**src/rtl/sprite_loader_pkg.sv**
```systemverilog
// sprite_loader_pkg: shared states, stream command codes and palette entry type for the sprite loader
package sprite_loader_pkg;
  typedef enum logic [3:0] {
    S_IDLE, S_CMD, S_PAL_START, S_PAL_CNT, S_PAL_R, S_PAL_G, S_PAL_B, S_IMG_SEL, S_IMG_DATA, S_DONE
  } state_t;
  localparam logic [7:0] SYNC_BYTE   = 8'hA5;
  localparam logic [7:0] CMD_PALETTE = 8'h01;
  localparam logic [7:0] CMD_IMAGE   = 8'h02;
  typedef struct packed {
    logic [7:0] r;
    logic [7:0] g;
    logic [7:0] b;
  } rgb_t;
endpackage

```
**src/rtl/sprite_loader.sv**
```systemverilog
// sprite_loader: parses a byte stream of palette/image load commands and drives the sprite BRAM write ports
// Ports: pixel_clk, rst_n (async active-low); byte_in/byte_valid/byte_ready stream input;
// img_we/img_addr/img_data image RAM write; pal_we/pal_addr/pal_data palette RAM write;
// busy (not idle), done (command complete pulse), error (command rejected pulse).
module sprite_loader
  import sprite_loader_pkg::*;
#(
  parameter int WIDTH  = 256,
  parameter int HEIGHT = 256,
  parameter int FRAMES = 2,
  parameter int IMG_AW = $clog2(WIDTH * HEIGHT * FRAMES)
) (
  input  logic              pixel_clk,
  input  logic              rst_n,
  input  logic [7:0]        byte_in,
  input  logic              byte_valid,
  output logic              byte_ready,
  output logic              img_we,
  output logic [IMG_AW-1:0] img_addr,
  output logic [7:0]        img_data,
  output logic              pal_we,
  output logic [7:0]        pal_addr,
  output logic [23:0]       pal_data,
  output logic              busy,
  output logic              done,
  output logic              error
);
  localparam int PIX_W = $clog2(WIDTH * HEIGHT);
  localparam logic [PIX_W-1:0] PIX_LAST = PIX_W'(WIDTH * HEIGHT - 1);
  localparam logic [IMG_AW-1:0] FRAME_SZ = IMG_AW'(WIDTH * HEIGHT);
  localparam logic [8:0] FRAMES_B = 9'(FRAMES);
  state_t state, next_state;
  logic acc, fsel_ok;
  logic [7:0] pal_ptr;
  logic [8:0] remaining;
  logic [PIX_W-1:0] pix;
  logic [IMG_AW-1:0] base;
  rgb_t pend;
  always_ff @(posedge pixel_clk or negedge rst_n)
    if (!rst_n) state <= S_IDLE;
    else state <= next_state;
  always_comb begin
    next_state = state;
    if (state == S_DONE) next_state = S_IDLE;
    else if (acc)
      case (state)
        S_IDLE:      next_state = byte_in == SYNC_BYTE ? S_CMD : S_IDLE;
        S_CMD:       next_state = byte_in == CMD_PALETTE ? S_PAL_START :
                                  byte_in == CMD_IMAGE ? S_IMG_SEL : S_IDLE;
        S_PAL_START: next_state = S_PAL_CNT;
        S_PAL_CNT:   next_state = S_PAL_R;
        S_PAL_R:     next_state = S_PAL_G;
        S_PAL_G:     next_state = S_PAL_B;
        S_PAL_B:     next_state = remaining == 9'd1 ? S_DONE : S_PAL_R;
        S_IMG_SEL:   next_state = fsel_ok ? S_IMG_DATA : S_IDLE;
        S_IMG_DATA:  next_state = pix == PIX_LAST ? S_DONE : S_IMG_DATA;
        default:     next_state = S_IDLE;
      endcase
  end
  always_comb begin
    byte_ready = state != S_DONE;
    busy       = state != S_IDLE;
    done       = state == S_DONE;
    acc        = byte_valid && byte_ready;
    fsel_ok    = {1'b0, byte_in} < FRAMES_B;
  end
  // Write strobes and error are single-cycle pulses, cleared unless re-armed below.
  always_ff @(posedge pixel_clk or negedge rst_n)
    if (!rst_n) begin
      img_we    <= 1'b0;
      img_addr  <= '0;
      img_data  <= '0;
      pal_we    <= 1'b0;
      pal_addr  <= '0;
      pal_data  <= '0;
      error     <= 1'b0;
      pal_ptr   <= '0;
      remaining <= '0;
      pix       <= '0;
      base      <= '0;
      pend      <= '0;
    end else begin
      img_we <= 1'b0;
      pal_we <= 1'b0;
      error  <= 1'b0;
      if (acc)
        case (state)
          S_CMD:       error <= byte_in != CMD_PALETTE && byte_in != CMD_IMAGE;
          S_PAL_START: pal_ptr <= byte_in;
          S_PAL_CNT:   remaining <= byte_in == 8'd0 ? 9'd256 : {1'b0, byte_in};
          S_PAL_R:     pend.r <= byte_in;
          S_PAL_G:     pend.g <= byte_in;
          S_PAL_B: begin
            pal_we    <= 1'b1;
            pal_addr  <= pal_ptr;
            pal_data  <= {pend.r, pend.g, byte_in};
            pal_ptr   <= pal_ptr + 8'd1;
            remaining <= remaining - 9'd1;
          end
          S_IMG_SEL: begin
            error <= !fsel_ok;
            base  <= IMG_AW'(byte_in) * FRAME_SZ;
            pix   <= '0;
          end
          S_IMG_DATA: begin
            img_we   <= 1'b1;
            img_addr <= base + IMG_AW'(pix);
            img_data <= byte_in;
            pix      <= pix == PIX_LAST ? pix : pix + 1'b1;
          end
          default: ;
        endcase
    end
endmodule

```
**config.mk**
```make
export PLATFORM = sky130hd
export DESIGN_NAME = sprite_loader
export DESIGN_NICKNAME = d
export VERILOG_FILES = /design/src/rtl/sprite_loader_pkg.sv /design/src/rtl/sprite_loader.sv
export SDC_FILE = /design/constraint.sdc
export NUM_CORES = 1
export LEC_CHECK = 0
export CORE_AREA = 2 2 106 108
export DETAILED_ROUTE_END_ITERATION = 10
export DIE_AREA = 0 0 108 110
export MAX_ROUTING_LAYER = met4
export PLACE_DENSITY_LB_ADDON = 0.15
export REMOVE_ABC_BUFFERS = 1
export SYNTH_ARGS = -nofsm -noshare
export SYNTH_HDL_FRONTEND = slang
export SYNTH_SLANG_ARGS = --single-unit
```
**constraint.sdc**
```tcl
create_clock -name pixel_clk -period 6.5 [get_ports pixel_clk]
set_input_delay 1.625 -clock pixel_clk [delete_from_list [all_inputs] [get_ports pixel_clk]]
set_output_delay 1.625 -clock pixel_clk [all_outputs]
set_load 0.02 [all_outputs]
```
==> key figures <==
Placement
  – DP Worst Slack: 2.57 ns
  – Port Buffers: 73
  – Area post-placement: 6070 sq um
  – GPL Wtd Cong: 0.893
  – Placed wire-length estimate: 7.98 mm
  – Post-placement cell count: 657

Critical path
  – Ordered cell list for the critical path: inv_1, nor4b_1, clkdlybuf4s50_1
  – Crit-path max FO: 13
  – Worst setup EP type: primary output
  – Required time worst endpoint: 4.88 ns
  – Reg2Reg Setup Slack: 3.54 ns
  – Max stage delay on crit path: 0.72 ns
  – Slowest cell on crit path: clkdlybuf4s50_1
  – Crit path DAT: 2.64 ns
  – CP Class: reg2out
  – Startpoint types: flip-flop

Routing
  – DRT Pass-1 Iters: 5
  – Average wire per standard cell: 17.8 um
  – Residual DRC: 0
  – Vias per cell: 5.73
  – Post-Route WL: 12.3 mm
  – Post-DRT Antenna Nets: 0
  – Total number of vias: 3948
  – DR iter-0 viols: 206

STA
  – Worst Max-Slew Pin Slew: 0.959 ns
  – Skew final: 0.00838 ns
  – Period utilization: 65.7%
  – Final setup fails: 0
  – FMAX: 234 MHz
  – TNS Setup: 0 ns
  – Final Hold Viols: 0
  – RSZ-0062 raised after global routing: false
  – Post-route setup slack: 2.23 ns
  – Min Hold Slack: 0.479 ns
  – Max Slew Vio Count: 0
  – Relative max-transition margin: 35.2%
  – Final min period: 4.27 ns

Logic synthesis
  – Top cell type by total area after synthesis: dfrtp_1
  – Ys async rst share: 100%
  – List of most frequent post-synthesis cells: dfrtp_1, mux2_2, nand2_1
  – Most used DFF post-synth: dfrtp_1
  – Post-Syn Instances: 466
  – Mean Syn Cell Area: 11.2 sq um
  – Register area share after synthesis: 54.6%
  – Count leader, synth: dfrtp_1
  – Share of Yosys cell area claimed by the top area cell type: 54.6%
  – FF+latch count, synth: 114
  – EDFF count, synth: 0
  – Synthesis Warnings: 0
  – Synth cell types: 50
  – Main area contributors after synthesis: dfrtp_1, mux2_2, o21ai_0
  – Mapped Area: 5230 sq um

GRT
  – GR Layer Usage met2: 35.9%
  – Vias in the first global route: 3917
  – M1 GR Usage: 29.6%
  – Layer carrying the most global-route usage: met2
  – Gr ovfl total: 0
  – Largest net degree at the start of global routing: 70
  – First-pass GRT wire length: 20.1 mm
  – Initial antenna violation count: 0
  – Total GRT Usage: 23.0%
  – Met3 Track Usage GR: 6.35%

Clock network
  – Total setup buffers inserted after CTS: 0
  – CTS tree: yes
  – Hold_buf cts: 0
  – Clock Sinks: 114
  – CTS buffer count: 17
  – Root Driver: clkbuf_8
  – Post-CTS Resized: 0
  – Worst-case clock buffer depth: 2
  – H-tree levels: 4
  – CTS clk-pin slew, worst paths: 0.06 ns
  – Clock Latency Late Sink: 0.52 ns

Flow run
  – Max_cap viols: 0

Final layout
  – NumNets Final: 551
  – Fraction of layout cells with a size suffix above 1: 19.9%
  – Final Core Density: 61.9%
  – Post-route insts no fill: 689
  – Fin area: 6620 sq um
  – N_diodes: 0
  – Area grow syn2layout: 26.6%
  – Fillers: 904

Die
  – Die H: 110 um
  – Initial core utilization: 48.9%
  – Die Span X: 108 um
  – IO Pins: 74
  – Die area: 11900 sq um
  – Core Region: 10700 sq um
  – Placement row count: 38

Power and ir drop
  – Peak VDD IR: 0.268 mV
  – Overall power: 2.78 mW
  – P per Cell Area: 420 nW/um^2
  – Leak Pwr: 2.85 nW

Hold path
  – Worst Hold Class: reg2reg

Run status
  – Status: finished, final reports clean
power by group:
group	internal [mW]	switching, mW	total, mW
combinational	0.419	0.403	0.822
clock	0.532	0.318	0.851
sequential	0.924	0.182	1.11
total	1.88	0.904	2.78
cell families (layout without fill, tap and decap cells):
kind of cell    count (synthesis)  in the layout  share of synthesized area [%]
compound gates                 97             97                           11.6
simple gates                  140            140                           14.9
xor+xnor                        2              2                          0.335
fa+ha+maj                       4              4                          0.957
mux                            68             68                           14.6
flops                         114            114                           54.6
buf+inv                        41            124                           3.13
registers in the layout, summed over array words and instances (netlist names):
name and count:
pal_data 24, pix 16, pend 16, pal_addr 8
img_we 1, base 1, remaining 9, pal_ptr 8
img_data 8, img_addr 17, error 1, pal_we 1
state 4
cell usage in the layout, fill, tap and decap left out, types with 3 or more instances in the layout:
cell	netlist	layout
nor2b_1	3	3
a21oi_1	25	25
nor4b_1	3	3
ha_1	4	4
clkdlybuf4s50_1	0	72
inv_1	13	13
o31ai_1	12	12
o22ai_1	3	3
and3_1	4	4
or3b_2	3	3
dfrtp_1	114	114
buf_4	0	7
clkbuf_8	0	4
and2_1	3	3
nor3_1	11	11
mux2_2	66	66
nand4_1	7	7
or3_1	10	10
o21ai_0	29	29
clkinv_2	0	6
nand2_1	36	36
o311ai_0	3	3
nor2_1	15	15
nor4_1	6	6
a31oi_1	4	4
o31a_1	3	3
nand3_1	15	15
or4_1	11	11
clkbuf_16	0	16
final cells by class:
class | count | area (sq um) | share of cell area (%)
tap | 140 | 175 | 2.65
sequential | 114 | 2850 | 43.1
clock buffer | 22 | 463 | 6.99
clock inverter | 10 | 83.8 | 1.27
timing repair buffer | 79 | 773 | 11.7
multi-input combinational | 311 | 2220 | 33.6
inverter | 13 | 48.8 | 0.737
worst max-delay path: cells and delay by family, from the launching register on:
kind	cells	cell delay, ns
simple gates	1	0.58
flops	1	0.60
buf+inv	2	0.94
worst paths after layout:
check,cells after the start,from,to
worst max-delay path,3,state[3]$_DFFE_PN0P_,done
worst min-delay path,2,img_addr[4]$_DFFE_PN0P_,img_addr[4]$_DFFE_PN0P_
worst max register to register,6,state[0]$_DFFE_PN0P_,pix[2]$_DFFE_PN0P_
worst min register to register,2,img_addr[4]$_DFFE_PN0P_,img_addr[4]$_DFFE_PN0P_
max in group asynchronous,2,rst_n,remaining[7]$_DFFE_PN0P_
min in group asynchronous,1,rst_n,img_data[1]$_DFFE_PN0P_
per-layer routing:
metal | share of wire [%] | wire, um | vias up
li1 | - | - | 1865
met1 | 46 | 5630 | 1964
met2 | 48 | 5900 | 110
met3 | 5.0 | 611 | 9
met4 | 0.91 | 112 | 0
met5 | 0 | 0 | -
(Power assumes the default switching activity.)
